[src/rtl/mem_pipe_stage.sv]
// Memory stage of the in-order pipeline: holds one instruction, waits for its data
// response, aligns load data and discards responses that belong to flushed requests.
module mem_pipe_stage #(
    parameter int DCNT_W = 2
) (
    input  logic        clk,
    input  logic        reset,
    input  logic        ex_to_mem_valid,
    output logic        mem_allowin,
    input  logic        ex_rf_we,
    input  logic [4:0]  ex_rf_waddr,
    input  logic [31:0] ex_pc,
    input  logic [31:0] ex_result,
    input  logic [4:0]  ex_ld_op,
    input  logic        ex_mem_wait,
    input  logic        ex_res_from_mul,
    input  logic        ex_mul_h,
    input  logic        ex_excep,
    input  logic [63:0] mul_result,
    input  logic        data_sram_data_ok,
    input  logic [31:0] data_sram_rdata,
    input  logic        mem_flush,
    input  logic        wb_allowin,
    output logic        mem_to_wb_valid,
    output logic        mem_wb_rf_we,
    output logic [4:0]  mem_wb_waddr,
    output logic [31:0] mem_wb_pc,
    output logic [31:0] mem_wb_result,
    output logic        mem_wb_excep,
    output logic        mem_fwd_we,
    output logic        mem_fwd_busy,
    output logic [4:0]  mem_fwd_waddr,
    output logic [31:0] mem_fwd_data,
    output logic        mem_to_ex_excep
);

    localparam logic [DCNT_W-1:0] DCNT_MAX = {DCNT_W{1'b1}};
    localparam logic [DCNT_W-1:0] DCNT_ONE = DCNT_W'(1'b1);

    typedef struct packed {
        logic        rf_we;
        logic [4:0]  waddr;
        logic [31:0] pc;
        logic [31:0] result;
        logic [4:0]  ld_op;
        logic        mem_wait;
        logic        res_from_mul;
        logic        mul_h;
        logic        excep;
    } payload_t;

    payload_t          pay_q, pay_d, ex_pay_s;
    logic              mem_valid_q, mem_valid_d;
    logic [DCNT_W-1:0] dcnt_q, dcnt_d;
    logic              data_ok_buf_q, data_ok_buf_d;
    logic [31:0]       rdata_buf_q, rdata_buf_d;

    logic        dcnt_zero_s, ready_go_s, allowin_s, to_wb_s;
    logic        accept_s, advance_s, data_take_s, discard_s, orphan_s;
    logic [31:0] lw_s, byte_s, half_s, ld_val_s, result_s;

    // Handshake and response bookkeeping decisions for this cycle.
    always_comb begin
        dcnt_zero_s = (dcnt_q == '0);
        ready_go_s  = ~pay_q.mem_wait | data_ok_buf_q | (data_sram_data_ok & dcnt_zero_s);
        allowin_s   = (~mem_valid_q | (ready_go_s & wb_allowin) | mem_flush) & (dcnt_q != DCNT_MAX);
        to_wb_s     = mem_valid_q & ready_go_s & ~mem_flush;
        accept_s    = ex_to_mem_valid & allowin_s;
        advance_s   = to_wb_s & wb_allowin;
        data_take_s = data_sram_data_ok & dcnt_zero_s & mem_valid_q & pay_q.mem_wait;
        discard_s   = data_sram_data_ok & ~dcnt_zero_s;
        // A flushed request whose response is still in flight becomes an orphan to discard later.
        orphan_s    = mem_flush & mem_valid_q & pay_q.mem_wait & ~data_ok_buf_q & ~data_take_s;
    end

    // Next-state for valid, discard counter, response buffer and payload.
    always_comb begin
        ex_pay_s = '{rf_we: ex_rf_we, waddr: ex_rf_waddr, pc: ex_pc, result: ex_result,
                     ld_op: ex_ld_op, mem_wait: ex_mem_wait, res_from_mul: ex_res_from_mul,
                     mul_h: ex_mul_h, excep: ex_excep};
        pay_d         = pay_q;
        mem_valid_d   = mem_valid_q;
        dcnt_d        = dcnt_q;
        data_ok_buf_d = data_ok_buf_q;
        rdata_buf_d   = rdata_buf_q;

        if (accept_s) begin
            pay_d = ex_pay_s;
        end else begin
            pay_d = pay_q;
        end

        if (allowin_s) begin
            mem_valid_d = ex_to_mem_valid;
        end else begin
            mem_valid_d = mem_valid_q;
        end

        if (orphan_s && !discard_s) begin
            dcnt_d = dcnt_q + DCNT_ONE;
        end else if (discard_s && !orphan_s) begin
            dcnt_d = dcnt_q - DCNT_ONE;
        end else begin
            dcnt_d = dcnt_q;
        end

        if (accept_s || mem_flush) begin
            data_ok_buf_d = 1'b0;
        end else if (data_take_s && !advance_s) begin
            data_ok_buf_d = 1'b1;
            rdata_buf_d   = data_sram_rdata;
        end else begin
            data_ok_buf_d = data_ok_buf_q;
        end
    end

    // Control state: cleared asynchronously so a reset drops any pending load.
    always_ff @(posedge clk or posedge reset) begin
        if (reset) begin
            mem_valid_q   <= 1'b0;
            dcnt_q        <= '0;
            data_ok_buf_q <= 1'b0;
        end else begin
            mem_valid_q   <= mem_valid_d;
            dcnt_q        <= dcnt_d;
            data_ok_buf_q <= data_ok_buf_d;
        end
    end

    // Datapath registers; only meaningful while mem_valid_q is set.
    always_ff @(posedge clk) begin
        pay_q       <= pay_d;
        rdata_buf_q <= rdata_buf_d;
    end

    // Load alignment and result selection.
    always_comb begin
        lw_s = data_ok_buf_q ? rdata_buf_q : data_sram_rdata;
        case (pay_q.result[1:0])
            2'd0:    byte_s = {24'd0, lw_s[7:0]};
            2'd1:    byte_s = {24'd0, lw_s[15:8]};
            2'd2:    byte_s = {24'd0, lw_s[23:16]};
            2'd3:    byte_s = {24'd0, lw_s[31:24]};
            default: byte_s = 32'd0;
        endcase
        half_s = pay_q.result[1] ? {16'd0, lw_s[31:16]} : {16'd0, lw_s[15:0]};

        if (pay_q.ld_op[4]) begin
            ld_val_s = {{24{byte_s[7]}}, byte_s[7:0]};
        end else if (pay_q.ld_op[3]) begin
            ld_val_s = byte_s;
        end else if (pay_q.ld_op[2]) begin
            ld_val_s = {{16{half_s[15]}}, half_s[15:0]};
        end else if (pay_q.ld_op[1]) begin
            ld_val_s = half_s;
        end else begin
            ld_val_s = lw_s;
        end

        if (pay_q.ld_op != 5'd0) begin
            result_s = ld_val_s;
        end else if (pay_q.res_from_mul && pay_q.mul_h) begin
            result_s = mul_result[63:32];
        end else if (pay_q.res_from_mul) begin
            result_s = mul_result[31:0];
        end else begin
            result_s = pay_q.result;
        end
    end

    // Output drive.
    always_comb begin
        mem_allowin     = allowin_s;
        mem_to_wb_valid = to_wb_s;
        mem_wb_rf_we    = pay_q.rf_we & ~pay_q.excep;
        mem_wb_waddr    = pay_q.waddr;
        mem_wb_pc       = pay_q.pc;
        mem_wb_result   = result_s;
        mem_wb_excep    = pay_q.excep;
        mem_fwd_we      = mem_valid_q & pay_q.rf_we;
        mem_fwd_busy    = mem_valid_q & (pay_q.ld_op != 5'd0) & ~ready_go_s;
        mem_fwd_waddr   = pay_q.waddr;
        mem_fwd_data    = result_s;
        mem_to_ex_excep = mem_valid_q & pay_q.excep;
    end

endmodule
[config.mk]
export PLATFORM = sky130hd
export DESIGN_NAME = mem_pipe_stage
export DESIGN_NICKNAME = d
export VERILOG_FILES = /design/src/rtl/mem_pipe_stage.sv
export SDC_FILE = /design/constraint.sdc
export NUM_CORES = 1
export LEC_CHECK = 0
export ABC_AREA = 1
export BUFFER_PORTS_ARGS = -buffer_cell sky130_fd_sc_hd__buf_2
export CAP_MARGIN = 20
export CORE_AREA = 2 2 127 129
export DETAILED_ROUTE_END_ITERATION = 8
export DIE_AREA = 0 0 129 131
export PLACE_DENSITY_LB_ADDON = 0.08
export SLEW_MARGIN = 20
export SYNTH_ARGS = -nofsm -noshare
export SYNTH_HDL_FRONTEND = slang
export SYNTH_SLANG_ARGS = --single-unit
[constraint.sdc]
create_clock -name clk -period 2.7 [get_ports clk]
set_input_delay 0.54 -clock clk [delete_from_list [all_inputs] [get_ports clk]]
set_output_delay 0.54 -clock clk [all_outputs]
set_load 0.01 [all_outputs]
# After elaboration in Yosys (flattened, before gate mapping)
# Cells that the tools add are included.
[totals] register_bits=115 in_bits=181 output_inout_bits=113 wordCells=79
[op_classes] addsub=2 n_eq_ne=4 n_mux=14 bitwise_logic=32 n_reduce_logical=14
[op_table] cell="32-bit 2-to-1 mux" count=8
[op_table] cell="32-bit one-hot mux with 4 select lines" count=1
[op_table] cell="1-bit bitwise AND" count=19
[op_table] cell="16-bit 2-to-1 mux" count=1
[op_table] cell="1-bit NOT" count=9
[op_table] cell="5-bit nonzero test" count=1
[op_table] cell="2-bit equality test (second input constant)" count=2
[op_table] cell="1-bit logical AND" count=4
[op_table] cell="2-bit logical NOT" count=2
[op_table] cell="2-bit 2-to-1 mux" count=2
[op_table] cell="1-bit bitwise OR" count=4
[op_table] cell="2-bit nonzero test" count=2
[op_table] cell="1-bit logical NOT" count=3
[op_table] cell="2-bit by 1-bit adder with 2-bit output (second input constant)" count=1
[op_table] cell="2-bit by 1-bit equality test with 1-bit output (second input constant)" count=1
[op_table] cell="1-bit 2-to-1 mux" count=2
[op_table] cell="2-bit inequality test (second input constant)" count=1
[op_table] cell="2-bit AND reduction" count=1
[op_table] cell="2-bit by 1-bit subtractor with 2-bit output (second input constant)" count=1
[op_table] cell="1-bit logical OR" count=1

# Longest topological paths before layout
# Gate-level depths: netlist of the first run.
[logic_depth] ltp_word=11 depth_mapped=11 mapped_depth_nobuf=9

# Worst setup path after synthesis of the first run
# No wires, ideal clock.
[synth_path] path_type="input-to-reg" start="in data_sram_data_ok" end="reg pay_q, in the netlist mem_fwd_waddr[0] (enable)" setup_ns=0.433 arrival_time_ns=2.514 required_ns=2.267 slack_ns=-0.246 stages=6 n_path_buf=0 path_cell_list="nand3_1 -> nand2_1 -> nand2_1 -> nand2_1 -> nand3_1 -> inv_1"
[synth_via] elab_chain_len=7
[synth_rtl] element="start, declared" line_no="20" rtl="input logic data_sram_data_ok,"
[synth_rtl] element="1-bit bitwise AND" line_no="65" rtl="ready_go_s = ~pay_q.mem_wait | data_ok_buf_q | (data_sram_data_ok & dcnt_zero_s);"
[synth_rtl] element="1-bit bitwise OR" line_no="65"
[synth_rtl] element="1-bit bitwise AND" line_no="66" rtl="allowin_s = (~mem_valid_q | (ready_go_s & wb_allowin) | mem_flush) & (dcnt_q != DCNT_MAX);"
[synth_rtl] element="1-bit bitwise OR (2 in series)" line_no="66"
[synth_rtl] element="1-bit bitwise AND" line_no="66"
[synth_rtl] element="1-bit bitwise AND" line_no="68" rtl="accept_s = ex_to_mem_valid & allowin_s;"
[synth_rtl] element="named net accept_s" line_no="59" rtl="logic accept_s, advance_s, data_take_s, discard_s, orphan_s;"
[synth_rtl] element="end signal, assigned" line_no="132" rtl="pay_q <= pay_d;"
[synth_rtl] element="end, declared" line_no="52" rtl="payload_t pay_q, pay_d, ex_pay_s;"
# The timed path passes the listed nets, and every way through them passes these cells.
# A chain may end at the register's enable or synchronous reset.

# Worst setup path after layout of the first run
[layout_path] start="reg pay_q[10] in the netlist's numbering" end="out mem_wb_result[26]"
[layout_via] elab_chain_len=5 elab_cells_between_ends=10 classes_between="3 x eq/ne; 6 x mux; 1 x reduce/logical"
[layout_rtl] element="branches (longest 3 deep; another with 32-bit one-hot mux with 4 select lines)"
[layout_rtl] element="32-bit 2-to-1 mux (*)" line_no="148" rtl="if (pay_q.ld_op[4]) begin"
[layout_rtl] element="32-bit 2-to-1 mux (*)" line_no="160" rtl="if (pay_q.ld_op != 5'd0) begin"
[layout_rtl] element="end, declared" line_no="28" rtl="output logic [31:0] mem_wb_result,"
# Mark *: on every way between the ends. The select of a mux whose other input is x is not followed.

==> results_dict.tcl, run 1 <==
set metrics [dict create \
    status "complete, no violations" \
    synth_common_cells "nand2_1 (195), nand3_1 (158), edfxtp_1 (111), buf_4 (75), inv_1 (60)" \
    drt_iter0_drc 413 \
    seq_area_sq_um 3430 \
    grt_overflow_total 0 \
    synthFlopType "edfxtp_1" \
    cts_tree "built" \
    syn_to_final_growth_pct 27.8 \
    critical_path.top_delay_family "buffers and inverters" \
    grt_setup_unrepaired "yes" \
    cp_slowest_cell "edfxtp_1" \
    drive_gt1_share_pct 38.2 \
    numPortBuffers 293 \
    multiInputGateArea_sq_um 2290 \
    die_y_microns 131 \
    p_sw_mw 2.56 \
    ys_warn_count 0 \
    synth_edf_count 111 \
    die_w_microns 129 \
    final_core_util_pct 54.7 \
    hold_path_class "input port to flip-flop" \
    worstPathArrival_ns 2.13 \
    fp-row-count 46 \
    place_ws_ns 0.322 \
    clkSlewWorstSetupHoldPaths_ns 0.06 \
    clock_path_buffers 2 \
    min_period_over_period_pct 99.0 \
    synth_top_cell_by_area "edfxtp_1" \
    finalSetupViolCount 0 \
    io_pins 294 \
    switching_share_pct 36.6 \
    syn_nets 958 \
    start_kind "flip-flop" \
    globalplace.congestion 0.921 \
    syn_area_per_cell_sq_um 8.60 \
    dp_hpwl_microns 16700 \
    tns_ns 0 \
    final_nets 1184 \
    synth.most_common_cell "nand2_1" \
    p_comb_share_pct 35.6 \
    layout_setup_ws_ns 0.0261 \
    power_frac_seq_pct 34.7 \
    fillers 1480 \
    numClockSinks 115 \
    crit_chain "buf_4 -> nor2_1 -> nand3_1 -> nand4_2 -> nand2_4 -> buf_6 -> a21oi_2 -> buf_2" \
    critPathBufInv 3 \
    vias 6036 \
    ant_nets 0 \
    cap_violations 0 \
    root_buffer "clkbuf_16" \
    fmax_mhz 374 \
    path_class "flip-flop to output port" \
    cts_inserted_buffers 17 \
    core_area_sq_um 15600 \
    vias_per_cell 4.89 \
    power_mw 7.01 \
    cpPeakStageDelay_ns 0.41 \
    drt_first_pass_iters 5 \
    yosysTopAreaCellShare_pct 49.9 \
    drc 0 \
    intPower_mw 4.45 \
    wire_per_inst_microns 17.1 \
    ys_seq_area_share_pct 51.4 \
    fin_skew_ns 0.00757 \
    post-route-min-period_ns 2.67 \
    pwr-share-clk_pct 29.7 \
    start_util_pct 42.8 \
    grt_max_degree 67 \
    finalHoldViolCount 0 \
    drt-total-wl_microns 21100 \
    path_max_fanout 17 \
    ys_async_sr_fraction_pct 3.48 \
    synth.distinct_cells 29 \
    antenna_found_initial 6 \
    crit_path_end_kind "output port" \
    max_slew_margin_pct 72.1 \
    powerDensity_nw_per_um2 821 \
    worst_pin_slew_ns 0.418 \
    clk_latency_ns 0.42 \
    ys_ff_latch 115 \
    leakagePower_nw 4.03 \
    slew_violations 0 \
    die_area_sq_um 16900 \
    globalRouteTotalUtil_pct 24.6 \
    hold_ws_ns 0.289 \
    netlist_area_sq_um 6680 \
    grt_pass1_wl_microns 30900 \
    synthTopCellsByArea "edfxtp_1 (50%), nand3_1 (12%), nand2_1 (11%), buf_4 (8.4%), inv_1 (3.4%)" \
    htree_levels 4 \
    syn_inst 776 \
    grt_pass1_vias 5838 \
    cp.required_ns 2.16 \
    vdd_drop_max_uv 807 \
]
[layer usage]
metal  global-route usage [%]  vias to the layer above  part of all wire [%]  wire length [microns]
li1                         -                     2985                     -                      -
met1                     30.9                     2775                    42                   8780
met2                     39.8                      230                    49                  10300
met3                     7.98                       40                   6.9                   1450
met4                     9.78                        6                   2.5                    531
met5                        0                        -                  0.14                     29
[state kept, by name (all words and copies together), names as in the netlist]
register       cells
dcnt_q             2
mem_wb_pc         32
mem_valid_q        1
rdata_buf_q       32
data_ok_buf_q      1
mem_wb_excep       1
mem_fwd_waddr      5
pay_q             41
[timing repair]
item | in CTS | in global routing
hold buffers | 1 | 0
endpoints found under the hold margin | 4 | 0
endpoints found under the setup margin | 46 | 56
buffers inserted | 0 | 1
resized for setup | 5 | 9
[stage by stage]
step / cells / instance area [sq um]
4_1_cts: 1230 / 8490
5_1_grt: 1234 / 8530
3_5_place_dp: 1197 / 7920
6_report: 1234 / 8530
2_1_floorplan: 776 / 6680
3_3_place_gp: 1197 / 7920
[cells by family after synthesis]
| kind of cell | after synthesis | synth area share (%) |
|---|---|---|
| xor gates and xnor gates | 2 | 0.262 |
| DFF | 115 | 51.4 |
| and+or+nand+nor | 429 | 28.1 |
| buffers and inverters | 173 | 14.5 |
| adders and majority gates | 1 | 0.187 |
| AOI/OAI and AO/OA | 56 | 5.45 |
[cell type report]
class                   count  area share [%]
clock inverters            14            1.35
clock buffers              18            5.03
flip-flops and latches    115            40.3
multi-input cells         488            26.9
well taps                 216            3.17
repair buffers            319            20.4
diodes                      3          0.0880
inverters                  61            2.84
[cell usage in the layout (no fill, tap or decap)]
cell           instances
buf_2                293
nand2_1              195
nand3_1              158
edfxtp_1             111
inv_1                 56
nor2_1                54
a21oi_1               26
a21oi_2               22
clkbuf_16             17
buf_4                 17
inv_6                  9
nand4_1                8
clkinvlp_4             6
o21ai_0                5
nor2_2                 5
buf_12                 5
diode_2                3
dfrtp_1                3
nor2_4                 2
nand2_4                2
o211ai_1               2
nor3_1                 2
buf_6                  2
xor2_1                 1
xnor2_1                1
o2111ai_1              1
inv_2                  1
and2_1                 1
nand3_2                1
inv_4                  1
nand4_2                1
ha_1                   1
clkinv_2               1
clkinv_4               1
clkbuf_1               1
dfrtp_2                1
dlygate4sd3_1          1
clkbuf_8               1
[path summary, 6_finish.rpt]
check	end	depth (start not counted)	slack, ns	start
worst max-delay path	mem_wb_result[26]	8	0.03	pay_q[10]
worst min-delay path	pay_q[27]	1	0.29	ex_result[18]
worst max register to register	mem_wb_pc[11]	8	0.75	dcnt_q[0]
worst min register to register	dcnt_q[0]	1	0.52	dcnt_q[0]
max in group asynchronous	data_ok_buf_q	3	1.96	reset
min in group asynchronous	dcnt_q[0]	3	0.56	reset
[power groups by stage]
| stage | clock, mW | sequential (mW) | combinational [mW] |
|---|---|---|---|
| after floorplan | 0 | 2.46 | 1.81 |
| after global placement | 0 | 2.46 | 2.47 |
| after detailed placement | 0 | 2.46 | 2.48 |
| after CTS | 2.12 | 2.43 | 2.49 |
| after global routing | 2.19 | 2.46 | 2.75 |
| final | 2.08 | 2.43 | 2.49 |
Power figures use the tool's default switching activity.
==> run 2, diff against run 1 <==
==> constraint.sdc (replaced) <==
create_clock -name clk -period 2.7 [get_ports clk]
set_input_delay 0.54 -clock clk [delete_from_list [all_inputs] [get_ports clk]]
set_output_delay 0.54 -clock clk [all_outputs]
set_load 0.1 [all_outputs]
==> run 2 against run 1 <==
  * Count of clock-buffer cells in the layout is 1 lower
  * Cell area is 21% higher
  * Clock skew is 0.00060 ns higher
  * Routed wire length is 13% higher
  * Flip-flop and latch count stayed put
  * Total power is 80% higher
  * Fmax is 0.15% higher
  * Clock power is 6% higher
==> results_dict.tcl, run 2 (synthesized netlist as in run 1, its figures left out) <==
set metrics [dict create \
    vdd_drop_max_uv 768 \
    placed_area_sq_um 8960 \
    clock_path_buffers 2 \
    finalHoldViolCount 0 \
    wire_per_inst_microns 18.8 \
    syn_to_final_growth_pct 55.2 \
    antenna_found_initial 3 \
    worstPathArrival_ns 2.13 \
    largest_reg_flops 41 \
    crit_path_end_kind "output port" \
    cts_inserted_buffers 17 \
    die_y_microns 131 \
    cp.required_ns 2.16 \
    globalRouteTotalUtil_pct 27.3 \
    crit_chain "buf_12 -> nand2_1 -> nand2_1 -> nand2_1 -> nand2_2 -> nand2_4 -> nand2_8 -> nor2_1 -> a21oi_4 -> buf_12" \
    globalplace.congestion 0.926 \
    cts_tree "built" \
    grt_pass1_wl_microns 33900 \
    final_nets 1215 \
    cap_violations 0 \
    powerDensity_nw_per_um2 1210 \
    htree_levels 4 \
    clkSlewWorstSetupHoldPaths_ns 0.06 \
    numClockSinks 115 \
    die_w_microns 129 \
    final_common_cell "buf_2" \
    start_kind "flip-flop" \
    die_area_sq_um 16900 \
    finalSetupViolCount 0 \
    drt_iter0_drc 488 \
    grt_setup_unrepaired "yes" \
    fin_skew_ns 0.00816 \
    path_class "flip-flop to output port" \
    vias 6402 \
    min_period_over_period_pct 98.9 \
    fp-row-count 46 \
    drt-total-wl_microns 23800 \
    start_util_pct 42.8 \
    core_area_sq_um 15600 \
    dp_hpwl_microns 17300 \
    mostFrequentLayoutCells "buf_2 (227), nand2_1 (176), nand3_1 (147), edfxtp_1 (111), buf_12 (75)" \
    path_max_fanout 8 \
    grt_max_degree 60 \
    grt_overflow_total 0 \
    regMostFlops "pay_q" \
    clk_latency_ns 0.42 \
    post-route-min-period_ns 2.67 \
    status "complete, no violations" \
    slew_violations 0 \
    fin_area_sq_um 10400 \
    ant_nets 0 \
    io_pins 294 \
    drive_gt1_share_pct 46.7 \
    path_common_cell "nand2_1" \
    critical_path.top_delay_family "simple AND/OR/NAND/NOR gates" \
    vias_per_cell 5.06 \
    cp_slowest_cell "dfrtp_2" \
    numPortBuffers 293 \
    leakagePower_nw 4.64 \
    max_slew_margin_pct 66.8 \
    root_buffer "clkbuf_16" \
    hold_path_class "input port to flip-flop" \
    grt_pass1_vias 6207 \
    drt_first_pass_iters 5 \
    worst_pin_slew_ns 0.502 \
    drc 0 \
    critPathBufInv 2 \
    fmax_mhz 375 \
    power_mw 12.6 \
    cpPeakStageDelay_ns 0.46 \
    hold_ws_ns 0.293 \
]
## run 2: changes by cell type in the layout (fill, tap and decap cells not counted), moves of 10 or more
cell / change
a21oi_1: -11
a21oi_2: -14
a21oi_4: +25
buf_12: +70
buf_2: -66
buf_4: +21
nand2_1: -19
nand2_2: +16
nand3_1: -11
nand3_2: +10
nor2_1: -25
nor2_2: +22
## run 2: path summary, 6_finish.rpt
check / startpoint / endpoint / slack [ns] / cells after the start
worst min-delay path: ex_result[9] / pay_q[18] / 0.29 / 1
min in group asynchronous: reset / dcnt_q[0] / 0.56 / 3
worst min register to register: dcnt_q[0] / dcnt_q[0] / 0.53 / 1
worst max register to register: dcnt_q[0] / pay_q[34] / 0.79 / 8
worst max-delay path: data_ok_buf_q / mem_wb_result[24] / 0.03 / 10
max in group asynchronous: reset / data_ok_buf_q / 1.96 / 3
## run 2: what timing repair did
action                                  CTS  global route
cloned                                    3             2
hold buffers                              1             0
resized for setup                        37            75
buffers inserted                          8            18
endpoints found under the setup margin   65            64
endpoints found under the hold margin     2             0
pin swaps                                21            18
## run 2: final cells by class
class                           count  area, sq um
Antenna cell                        2         5.00
Tap cell                          216          270
Timing Repair Buffer              347         3020
Clock inverter                     15          148
Fill cell                        1305         5240
Clock buffer                       17          425
Multi-Input combinational cell    491         2820
Sequential cell                   115         3430
Inverter                           61          239
## run 2: worst reg2reg max path, cell delays in order, from the launching register on
cell and delay (ns):
dfrtp_1 0.42, inv_1 0.10, nand3_1 0.13, nand2_1 0.17
nand2_1 0.07, nand2_1 0.07, nand3_1 0.16, clkinvlp_4 0.15
buf_12 0.28
## run 2: where the power goes
group	switching (mW)	internal (mW)
sequential	0.117	2.33
combinational	5.61	2.32
clock	0.920	1.29
total	6.65	5.94
## run 2: stage by stage
| stage | util (%) | TNS [ns] | std cells | setup slack (ns) |
|---|---|---|---|---|
| 2_1_floorplan | - | -8.76 | 776 | -0.414 |
| 3_3_place_gp | 57.4 | 0 | 1199 | 0.210 |
| 3_5_place_dp | 57.4 | 0 | 1199 | 0.166 |
| 4_1_cts | 63.7 | -0.0112 | 1243 | -0.00408 |
| 5_1_grt | 66.4 | -1.14 | 1264 | -0.0618 |
| 6_report | 66.4 | 0 | 1264 | 0.0302 |
## run 2: routing by layer
layer	vias to the layer above	track usage (%)	wire length (microns)
met2	302	46.3	12100
li1	3058	-	-
met5	-	0	0
met1	2994	33.2	9210
met4	0	11.6	772
met3	48	6.88	1730
